==> config.mk <==
export PLATFORM = sky130hd
export DESIGN_NAME = mem_copy_engine_flat
export DESIGN_NICKNAME = d
export VERILOG_FILES = /design/src/rtl/mem_copy_engine_pkg.sv /design/src/rtl/mem_copy_engine_if.sv /design/src/rtl/copy_addr_gen.sv /design/src/rtl/mem_copy_engine.sv /design/src/flat_wrapper.sv
export SDC_FILE = /design/constraint.sdc
export NUM_CORES = 1
export LEC_CHECK = 0
export CAP_MARGIN = 25
export CORE_ASPECT_RATIO = 0.9
export CORE_MARGIN = 2
export CORE_UTILIZATION = 25
export CTS_BUF_LIST = sky130_fd_sc_hd__clkbuf_4 sky130_fd_sc_hd__clkbuf_8
export DETAILED_ROUTE_END_ITERATION = 10
export PLACE_DENSITY = 0.47
export SLEW_MARGIN = 20
export SYNTH_ARGS = -nofsm -noshare
export SYNTH_HDL_FRONTEND = slang
export SYNTH_SLANG_ARGS = --single-unit
==> constraint.sdc <==
create_clock -name clk -period 2.7 [get_ports clk]
set_input_delay 0.54 -clock clk [delete_from_list [all_inputs] [get_ports clk]]
set_output_delay 0.54 -clock clk [all_outputs]
set_load 0.01 [all_outputs]
==> src/rtl/mem_copy_engine_pkg.sv <==
// Shared definitions for the RAM copy/fill engine.
// Contents: RAM geometry (ADDR_W, DATA_W, LEN_W, MEM_DEPTH), the FSM state encoding,
// the transfer mode encoding and a length range check used when a request is accepted.
package mem_copy_engine_pkg;

    localparam int ADDR_W    = 10;
    localparam int DATA_W    = 8;
    localparam int LEN_W     = 11;
    localparam int MEM_DEPTH = 1 << ADDR_W;

    typedef enum logic [2:0] {
        ST_IDLE = 3'd0,
        ST_RD   = 3'd1,
        ST_WR   = 3'd2,
        ST_GAP  = 3'd3,
        ST_DONE = 3'd4
    } state_t;

    typedef enum logic {
        MODE_COPY = 1'b0,
        MODE_FILL = 1'b1
    } mode_t;

    // A request may cover at most the whole RAM once.
    function automatic logic len_valid(input logic [LEN_W-1:0] len);
        return len <= LEN_W'(MEM_DEPTH);
    endfunction

endpackage

==> src/rtl/mem_copy_engine_if.sv <==
// Bundle of request, status and RAM pin signals for the copy/fill engine.
// master: engine side (takes the request and RAM read data, drives status and RAM pins).
// slave : controller/RAM side (drives the request and RAM read data, observes the rest).
//   start/mode/src_addr/dst_addr/length/fill_data : request, sampled with start in IDLE
//   busy/done/error                                : status (done/error are 1-cycle pulses)
//   mem_enable/mem_read_write/mem_address/mem_data_in : registered RAM pins (rw 1 = read)
//   mem_data_out                                   : combinational RAM read data
interface mem_copy_engine_if;
    import mem_copy_engine_pkg::*;

    logic              start;
    logic              mode;
    logic [ADDR_W-1:0] src_addr;
    logic [ADDR_W-1:0] dst_addr;
    logic [LEN_W-1:0]  length;
    logic [DATA_W-1:0] fill_data;
    logic              busy;
    logic              done;
    logic              error;
    logic              mem_enable;
    logic              mem_read_write;
    logic [ADDR_W-1:0] mem_address;
    logic [DATA_W-1:0] mem_data_in;
    logic [DATA_W-1:0] mem_data_out;

    modport master (
        input  start, mode, src_addr, dst_addr, length, fill_data, mem_data_out,
        output busy, done, error, mem_enable, mem_read_write, mem_address, mem_data_in
    );

    modport slave (
        output start, mode, src_addr, dst_addr, length, fill_data, mem_data_out,
        input  busy, done, error, mem_enable, mem_read_write, mem_address, mem_data_in
    );

endinterface

==> src/rtl/copy_addr_gen.sv <==
// Byte index and address generator for the copy/fill engine.
// Ports:
//   clk, rst          : clock, synchronous active-high reset (clears the index)
//   load              : latch bases and length, restart index at 0
//   inc               : advance index by one
//   src_base/dst_base : source / destination base addresses
//   length            : byte count of the transfer
//   src_cur/dst_cur   : base + index, wrapping modulo RAM depth
//   last              : current index is the final byte (index == length - 1)
module copy_addr_gen
    import mem_copy_engine_pkg::*;
(
    input  logic              clk,
    input  logic              rst,
    input  logic              load,
    input  logic              inc,
    input  logic [ADDR_W-1:0] src_base,
    input  logic [ADDR_W-1:0] dst_base,
    input  logic [LEN_W-1:0]  length,
    output logic [ADDR_W-1:0] src_cur,
    output logic [ADDR_W-1:0] dst_cur,
    output logic              last
);

    logic [LEN_W-1:0]  idx_q;
    logic [LEN_W-1:0]  len_q;
    logic [ADDR_W-1:0] src_q;
    logic [ADDR_W-1:0] dst_q;

    always_ff @(posedge clk) begin
        if (rst) begin
            idx_q <= '0;
        end else if (load) begin
            idx_q <= '0;
        end else if (inc) begin
            idx_q <= idx_q + LEN_W'(1);
        end
    end

    always_ff @(posedge clk) begin
        if (load) begin
            src_q <= src_base;
            dst_q <= dst_base;
            len_q <= length;
        end
    end

    // Dropping the index MSB gives the modulo-depth wrap for free.
    assign src_cur = src_q + idx_q[ADDR_W-1:0];
    assign dst_cur = dst_q + idx_q[ADDR_W-1:0];
    assign last    = (idx_q == len_q - LEN_W'(1));

endmodule

==> src/rtl/mem_copy_engine.sv <==
// Bus initiator for an asynchronous 8x1024 RAM: block COPY (RAM->RAM) or block FILL
// (constant) of up to 1024 bytes, one Start request at a time.
// Ports:
//   clk  : rising-edge clock
//   rst  : synchronous, active-high reset
//   bus  : mem_copy_engine_if.master (request inputs, status outputs, RAM pins)
// Every output is a flop; the next value is computed together with the next state.
// Each byte is RD (copy only), WR, GAP; GAP drops Enable while Address/DataIn hold,
// so the level-sensitive RAM write never sees those pins move.
module mem_copy_engine
    import mem_copy_engine_pkg::*;
(
    input  logic                      clk,
    input  logic                      rst,
    mem_copy_engine_if.master         bus
);

    state_t            state_q, state_d;
    logic              busy_q, busy_d;
    logic              done_q, done_d;
    logic              error_q, error_d;
    logic              en_q, en_d;
    logic              rw_q, rw_d;
    logic [ADDR_W-1:0] addr_q, addr_d;
    // Doubles as the capture register: in COPY it takes the RAM read data at the end of RD.
    logic [DATA_W-1:0] din_q, din_d;

    mode_t             mode_q;
    logic [DATA_W-1:0] fill_q;
    logic              last_q;

    logic              load;
    logic              inc;
    logic [ADDR_W-1:0] src_cur;
    logic [ADDR_W-1:0] dst_cur;
    logic              last;

    copy_addr_gen u_addr_gen (
        .clk      (clk),
        .rst      (rst),
        .load     (load),
        .inc      (inc),
        .src_base (bus.src_addr),
        .dst_base (bus.dst_addr),
        .length   (bus.length),
        .src_cur  (src_cur),
        .dst_cur  (dst_cur),
        .last     (last)
    );

    always_comb begin
        state_d = state_q;
        busy_d  = 1'b0;
        done_d  = 1'b0;
        error_d = 1'b0;
        en_d    = 1'b0;
        rw_d    = 1'b1;
        addr_d  = addr_q;
        din_d   = din_q;
        load    = 1'b0;
        inc     = 1'b0;

        unique case (state_q)
            ST_IDLE: begin
                if (bus.start) begin
                    if (!len_valid(bus.length)) begin
                        error_d = 1'b1;
                    end else if (bus.length == '0) begin
                        state_d = ST_DONE;
                        done_d  = 1'b1;
                    end else begin
                        load   = 1'b1;
                        busy_d = 1'b1;
                        en_d   = 1'b1;
                        // Index is 0 here, so the raw bases are the first addresses.
                        if (mode_t'(bus.mode) == MODE_COPY) begin
                            state_d = ST_RD;
                            addr_d  = bus.src_addr;
                        end else begin
                            state_d = ST_WR;
                            rw_d    = 1'b0;
                            addr_d  = bus.dst_addr;
                            din_d   = bus.fill_data;
                        end
                    end
                end
            end
            ST_RD: begin
                state_d = ST_WR;
                busy_d  = 1'b1;
                en_d    = 1'b1;
                rw_d    = 1'b0;
                addr_d  = dst_cur;
                din_d   = bus.mem_data_out;
            end
            ST_WR: begin
                // Index advances here; GAP drives from the held address flops,
                // so the incremented index is ready for the next RD/WR.
                state_d = ST_GAP;
                busy_d  = 1'b1;
                inc     = 1'b1;
            end
            ST_GAP: begin
                if (last_q) begin
                    state_d = ST_DONE;
                    done_d  = 1'b1;
                end else begin
                    busy_d = 1'b1;
                    en_d   = 1'b1;
                    if (mode_q == MODE_COPY) begin
                        state_d = ST_RD;
                        addr_d  = src_cur;
                    end else begin
                        state_d = ST_WR;
                        rw_d    = 1'b0;
                        addr_d  = dst_cur;
                        din_d   = fill_q;
                    end
                end
            end
            ST_DONE: begin
                state_d = ST_IDLE;
            end
            default: begin
                state_d = ST_IDLE;
            end
        endcase
    end

    always_ff @(posedge clk) begin
        if (rst) begin
            state_q <= ST_IDLE;
            busy_q  <= 1'b0;
            done_q  <= 1'b0;
            error_q <= 1'b0;
            en_q    <= 1'b0;
            rw_q    <= 1'b1;
            addr_q  <= '0;
            din_q   <= '0;
            last_q  <= 1'b0;
        end else begin
            state_q <= state_d;
            busy_q  <= busy_d;
            done_q  <= done_d;
            error_q <= error_d;
            en_q    <= en_d;
            rw_q    <= rw_d;
            addr_q  <= addr_d;
            din_q   <= din_d;
            // Remember whether the byte just written was the final one.
            if (inc) begin
                last_q <= last;
            end
        end
    end

    always_ff @(posedge clk) begin
        if (load) begin
            mode_q <= mode_t'(bus.mode);
            fill_q <= bus.fill_data;
        end
    end

    assign bus.busy           = busy_q;
    assign bus.done           = done_q;
    assign bus.error          = error_q;
    assign bus.mem_enable     = en_q;
    assign bus.mem_read_write = rw_q;
    assign bus.mem_address    = addr_q;
    assign bus.mem_data_in    = din_q;

endmodule

==> src/flat_wrapper.sv <==
// flat-port wrapper written by rule: the top's interface ports become plain ports
module mem_copy_engine_flat import mem_copy_engine_pkg::*;
  (clk, rst, bus_start, bus_mode, bus_src_addr, bus_dst_addr, bus_length, bus_fill_data, bus_mem_data_out, bus_busy, bus_done, bus_error, bus_mem_enable, bus_mem_read_write, bus_mem_address, bus_mem_data_in);
  mem_copy_engine_if bus_i ();
  input  logic clk;
  input  logic rst;
  input wire logic [$bits(bus_i.start)-1:0] bus_start;
  input wire logic [$bits(bus_i.mode)-1:0] bus_mode;
  input wire logic [$bits(bus_i.src_addr)-1:0] bus_src_addr;
  input wire logic [$bits(bus_i.dst_addr)-1:0] bus_dst_addr;
  input wire logic [$bits(bus_i.length)-1:0] bus_length;
  input wire logic [$bits(bus_i.fill_data)-1:0] bus_fill_data;
  input wire logic [$bits(bus_i.mem_data_out)-1:0] bus_mem_data_out;
  output wire logic [$bits(bus_i.busy)-1:0] bus_busy;
  output wire logic [$bits(bus_i.done)-1:0] bus_done;
  output wire logic [$bits(bus_i.error)-1:0] bus_error;
  output wire logic [$bits(bus_i.mem_enable)-1:0] bus_mem_enable;
  output wire logic [$bits(bus_i.mem_read_write)-1:0] bus_mem_read_write;
  output wire logic [$bits(bus_i.mem_address)-1:0] bus_mem_address;
  output wire logic [$bits(bus_i.mem_data_in)-1:0] bus_mem_data_in;
  assign bus_i.start = bus_start;
  assign bus_i.mode = bus_mode;
  assign bus_i.src_addr = bus_src_addr;
  assign bus_i.dst_addr = bus_dst_addr;
  assign bus_i.length = bus_length;
  assign bus_i.fill_data = bus_fill_data;
  assign bus_i.mem_data_out = bus_mem_data_out;
  assign bus_busy = bus_i.busy;
  assign bus_done = bus_i.done;
  assign bus_error = bus_i.error;
  assign bus_mem_enable = bus_i.mem_enable;
  assign bus_mem_read_write = bus_i.mem_read_write;
  assign bus_mem_address = bus_i.mem_address;
  assign bus_mem_data_in = bus_i.mem_data_in;
  mem_copy_engine u_core (.clk(clk), .rst(rst), .bus(bus_i));
endmodule
==> key figures <==
Worst setup path
  • Cells along the critical path: clkdlybuf4s50_1, or4_1, o31ai_4, buf_4, nand4_4, buf_4, clkinvlp_4, buf_12
  • Kind of critical path: in -> reg
  • CP required: roughly 2.8 ns
  • Worst-path fanout max: 34
  • Crit path buf inv count: 5
  • Crit. End Element: flip-flop
  • CP Depth: 8
  • Startpoint types: primary input
  • Crit path DAT: 2.63 ns
  • Path depth of the worst reg2reg path: 10
  • CP delay by family, top: buffers and inverters
  • Slowest cell on crit path: or4_1
  • Critical path's most frequent cell: buf_4
  • Largest stage delay, worst path: 0.61 ns

GRT
  • First-pass GRT wire length: 19400 um
  • Initial antenna violation count: 0
  • Gr ovfl total: 0
  • Largest net degree at the start of global routing: 35
  • Vias in the first global route: about 3600
  • All-layer global routing usage: about 14%

Synthesis
  • Async SR Flop Fraction: 0%
  • Post-Syn Nets: between 500 and 600
  • XOR/XNOR Fraction of Synth Area: 5.49%
  • Mux share of post-synthesis cell area: 5.46%
  • Synthesized instance count: between 400 and 500
  • Netlist cell types: 59
  • Synth Register Bits: 78
  • Synth Warn #: 0
  • Compound-Gate Fraction of Synth Area: 14.9%
  • Cell Area, Synth: 4310 um^2
  • Synth Area in Adders: 6.73%
  • Simple-gate portion of the synthesized area: around 18%
  • Top_reg_cell synth: edfxtp_1
  • Avg Synthesized Cell Area: 9.95 um^2
  • Number of synthesized flops with an enable pin: 40
  • Sequential share of the synthesized area: ~46%
  • Largest family of logic cells by synthesized area: simple AND/OR/NAND/NOR gates

Timing
  • Fin. Hold Viols: 0
  • RSZ-0062 raised after global routing: false
  • Final worst setup slack: 0.133 ns
  • Min cycle time layout: 2.57 ns
  • Final Setup Violations: 0
  • Final hold slack: 0.464 ns
  • Clock Skews: between 0.01 and 0.015 ns
  • Slew @ Worst Pin: 0.579 ns
  • Fin. max-slew vios: 0
  • Crit share post-route: 95.1%
  • Slew margin rel.: 61.0%
  • Highest clock rate: 390 MHz

Route
  • Avg Vias per Cell: 4.77
  • Average wire per standard cell: 16.2 um
  • First-pass iteration count of the detailed router: 5
  • DR DRC count: 0
  • Routed WL: 12200 um
  • Via count: about 3600
  • Antenna violation net count after detailed routing: 0
  • 1st-iter DRT viols: 168

Clock network
  • CTS tree: done
  • CTS H-tree depth: 3
  • Setup bufs post-CTS: 0
  • CTS Buffer Depth: 2
  • Total CTS buffers: 9
  • Clock transition at path regs: 0.09 ns
  • Hold_buf cts: 0
  • Skew-Pair Late Insertion Delay: 0.38 ns
  • Root Buffer: clkbuf_8
  • Clk sinks: 78

Finish
  • Commonest cells after routing, fill and taps aside: clkdlybuf4s50_1 (73), nor2_1 (42), edfxtp_1 (40)
  • Fillers: 1754
  • Share of cells above drive strength 1: 12.6%
  • Final Util: 33.5%
  • Final nets: 607
  • N_diodes: 0
  • Area delta synth->final: 31.5%
  • Commonest non-fill, non-tap cell in the layout: clkdlybuf4s50_1

Place
  • Hpwl dp: 9190 um
  • Number of port buffers: between 70 and 80
  • GP Congestion: 0.815
  • DP Worst Slack: -0.361 ns

Power and ir drop
  • Pwr dens: 475 nW/um^2
  • Pleak: around 2.1 nW
  • Power Total: 2.69 mW
  • Peak supply drop: 0.208 mV

Floorplan
  • Ports: 74
  • Die Y: 129 um
  • Chip width: 142 um
  • Initial Util: 25.5%
  • Core ar.: 16900 um^2
  • Rows: 45
  • Die area: 18300 um^2

Min path
  • Hold Crit Class: reg -> reg
  • Hold depth: 2

Job
  • Max-cap viol count: 0

Outcome
  • Status: complete, no violations
==> flip-flops by register name (all words and copies together), names as in the netlist <==
signal	cells
u_core.u_addr_gen.idx_q	11
u_core.u_addr_gen.len_q	11
u_core.bus.mem_address	10
u_core.u_addr_gen.dst_q	10
u_core.u_addr_gen.src_q	10
u_core.bus.mem_data_in	8
u_core.fill_q	8
u_core.state_q	3
u_core.bus.busy	1
u_core.bus.done	1
u_core.bus.error	1
u_core.bus.mem_enable	1
u_core.bus.mem_read_write	1
u_core.last_q	1
u_core.mode_q	1
==> worst min-delay path, stage by stage (launching register included) <==
cell	delay, ns
dfxtp_1	0.32
nand2_1	0.05
a21oi_1	0.05
==> final timing paths <==
path | startpoint | slack [ns] | to
worst max-delay path | bus_length[1] | 0.13 | u_core.u_addr_gen.dst_q[6]
worst min-delay path | u_core.bus.mem_address[1] | 0.46 | u_core.bus.mem_address[1]
worst max register to register | u_core.u_addr_gen.idx_q[0] | 0.21 | u_core.bus.mem_address[8]
worst min register to register | u_core.bus.mem_address[1] | 0.46 | u_core.bus.mem_address[1]
==> synthesized netlist by cell type, drive strengths merged (2+ instances only) <==
library cell  instances  area (um^2)
a21o                  2         15.0
nand4                10         68.8
and2                  2         12.5
nand2                38          143
a211o                 9         82.6
nand2b                6         37.5
or2                   3         18.8
a211oi                5         37.5
or4                   4         37.5
a21boi                4         30.0
fa                    2         40.0
o31ai                 2         28.8
o211ai                5         37.5
a2111oi               2         17.5
and3                  5         31.3
edfxtp               40         1200
dfxtp                38          761
inv                  17         63.8
ha                   20          250
nand3                11         55.1
dlygate4sd1           2         17.5
nor3                 14         70.1
mux2i                19          190
xnor2                15          131
a311oi                4         35.0
nand3b                3         22.5
nor2                 42          158
xor2                 12          105
nor2b                 8         50.1
nor4                  4         25.0
o21ai                17         85.1
a21oi                27          139
o21a                  4         30.0
mux2                  4         45.0
buf                   9         70.1
or3                   5         31.3
clkbuf                6         22.5
==> power breakdown <==
group          leakage, nW  internal (mW)  switching (mW)
sequential           0.682           1.32          0.0386
combinational         1.30          0.261           0.247
clock               0.0953          0.352           0.472
total                 2.08           1.93           0.758
==> repair_timing <==
action,in CTS,in global routing
setup endpoints to repair,0,10
resized for setup,0,3
endpoints found under the hold margin,0,0
==> routing by layer <==
layer | global-route usage [%] | up-vias | part of all wire (%)
li1 | - | 1794 | -
met1 | 18.8 | 1675 | 49
met2 | 21.8 | 96 | 45
met4 | 5.01 | 0 | 1.3
met3 | 2.75 | 10 | 4.6
met5 | 0 | - | 0
==> cell families (layout without fill, tap and decap cells) <==
kind of cell | count (synthesis) | in the layout
and+or+nand+nor | 156 | 156
AOI/OAI and AO/OA | 93 | 93
DFF | 78 | 78
buffers and inverters | 34 | 140
xor gates and xnor gates | 27 | 27
muxes | 23 | 23
adders and majority gates | 22 | 22
==> area by class of cell <==
| type | count | area (um^2) | share of cell area [%] |
|---|---|---|---|
| Clock buffer | 10 | 131 | 2.32 |
| Clock inverter | 6 | 43.8 | 0.773 |
| Inverter | 17 | 67.6 | 1.19 |
| Multi-Input combinational cell | 321 | 2190 | 38.6 |
| Sequential cell | 78 | 1960 | 34.6 |
| Tap cell | 211 | 264 | 4.66 |
| Timing Repair Buffer | 107 | 1010 | 17.8 |
==> metrics by stage <==
| stage | TNS (ns) | std cells | instance area [um^2] |
|---|---|---|---|
| 2_1_floorplan | -0.535 | 433 | 4320 |
| 4_1_cts | 0 | 750 | 5660 |
| 3_3_place_gp | -14.31 | 734 | 5490 |
| 3_5_place_dp | -17.39 | 734 | 5490 |
| 5_1_grt | 0 | 750 | 5670 |
| 6_report | 0 | 750 | 5670 |
No activity file was read; power rests on OpenSTA's default activity.
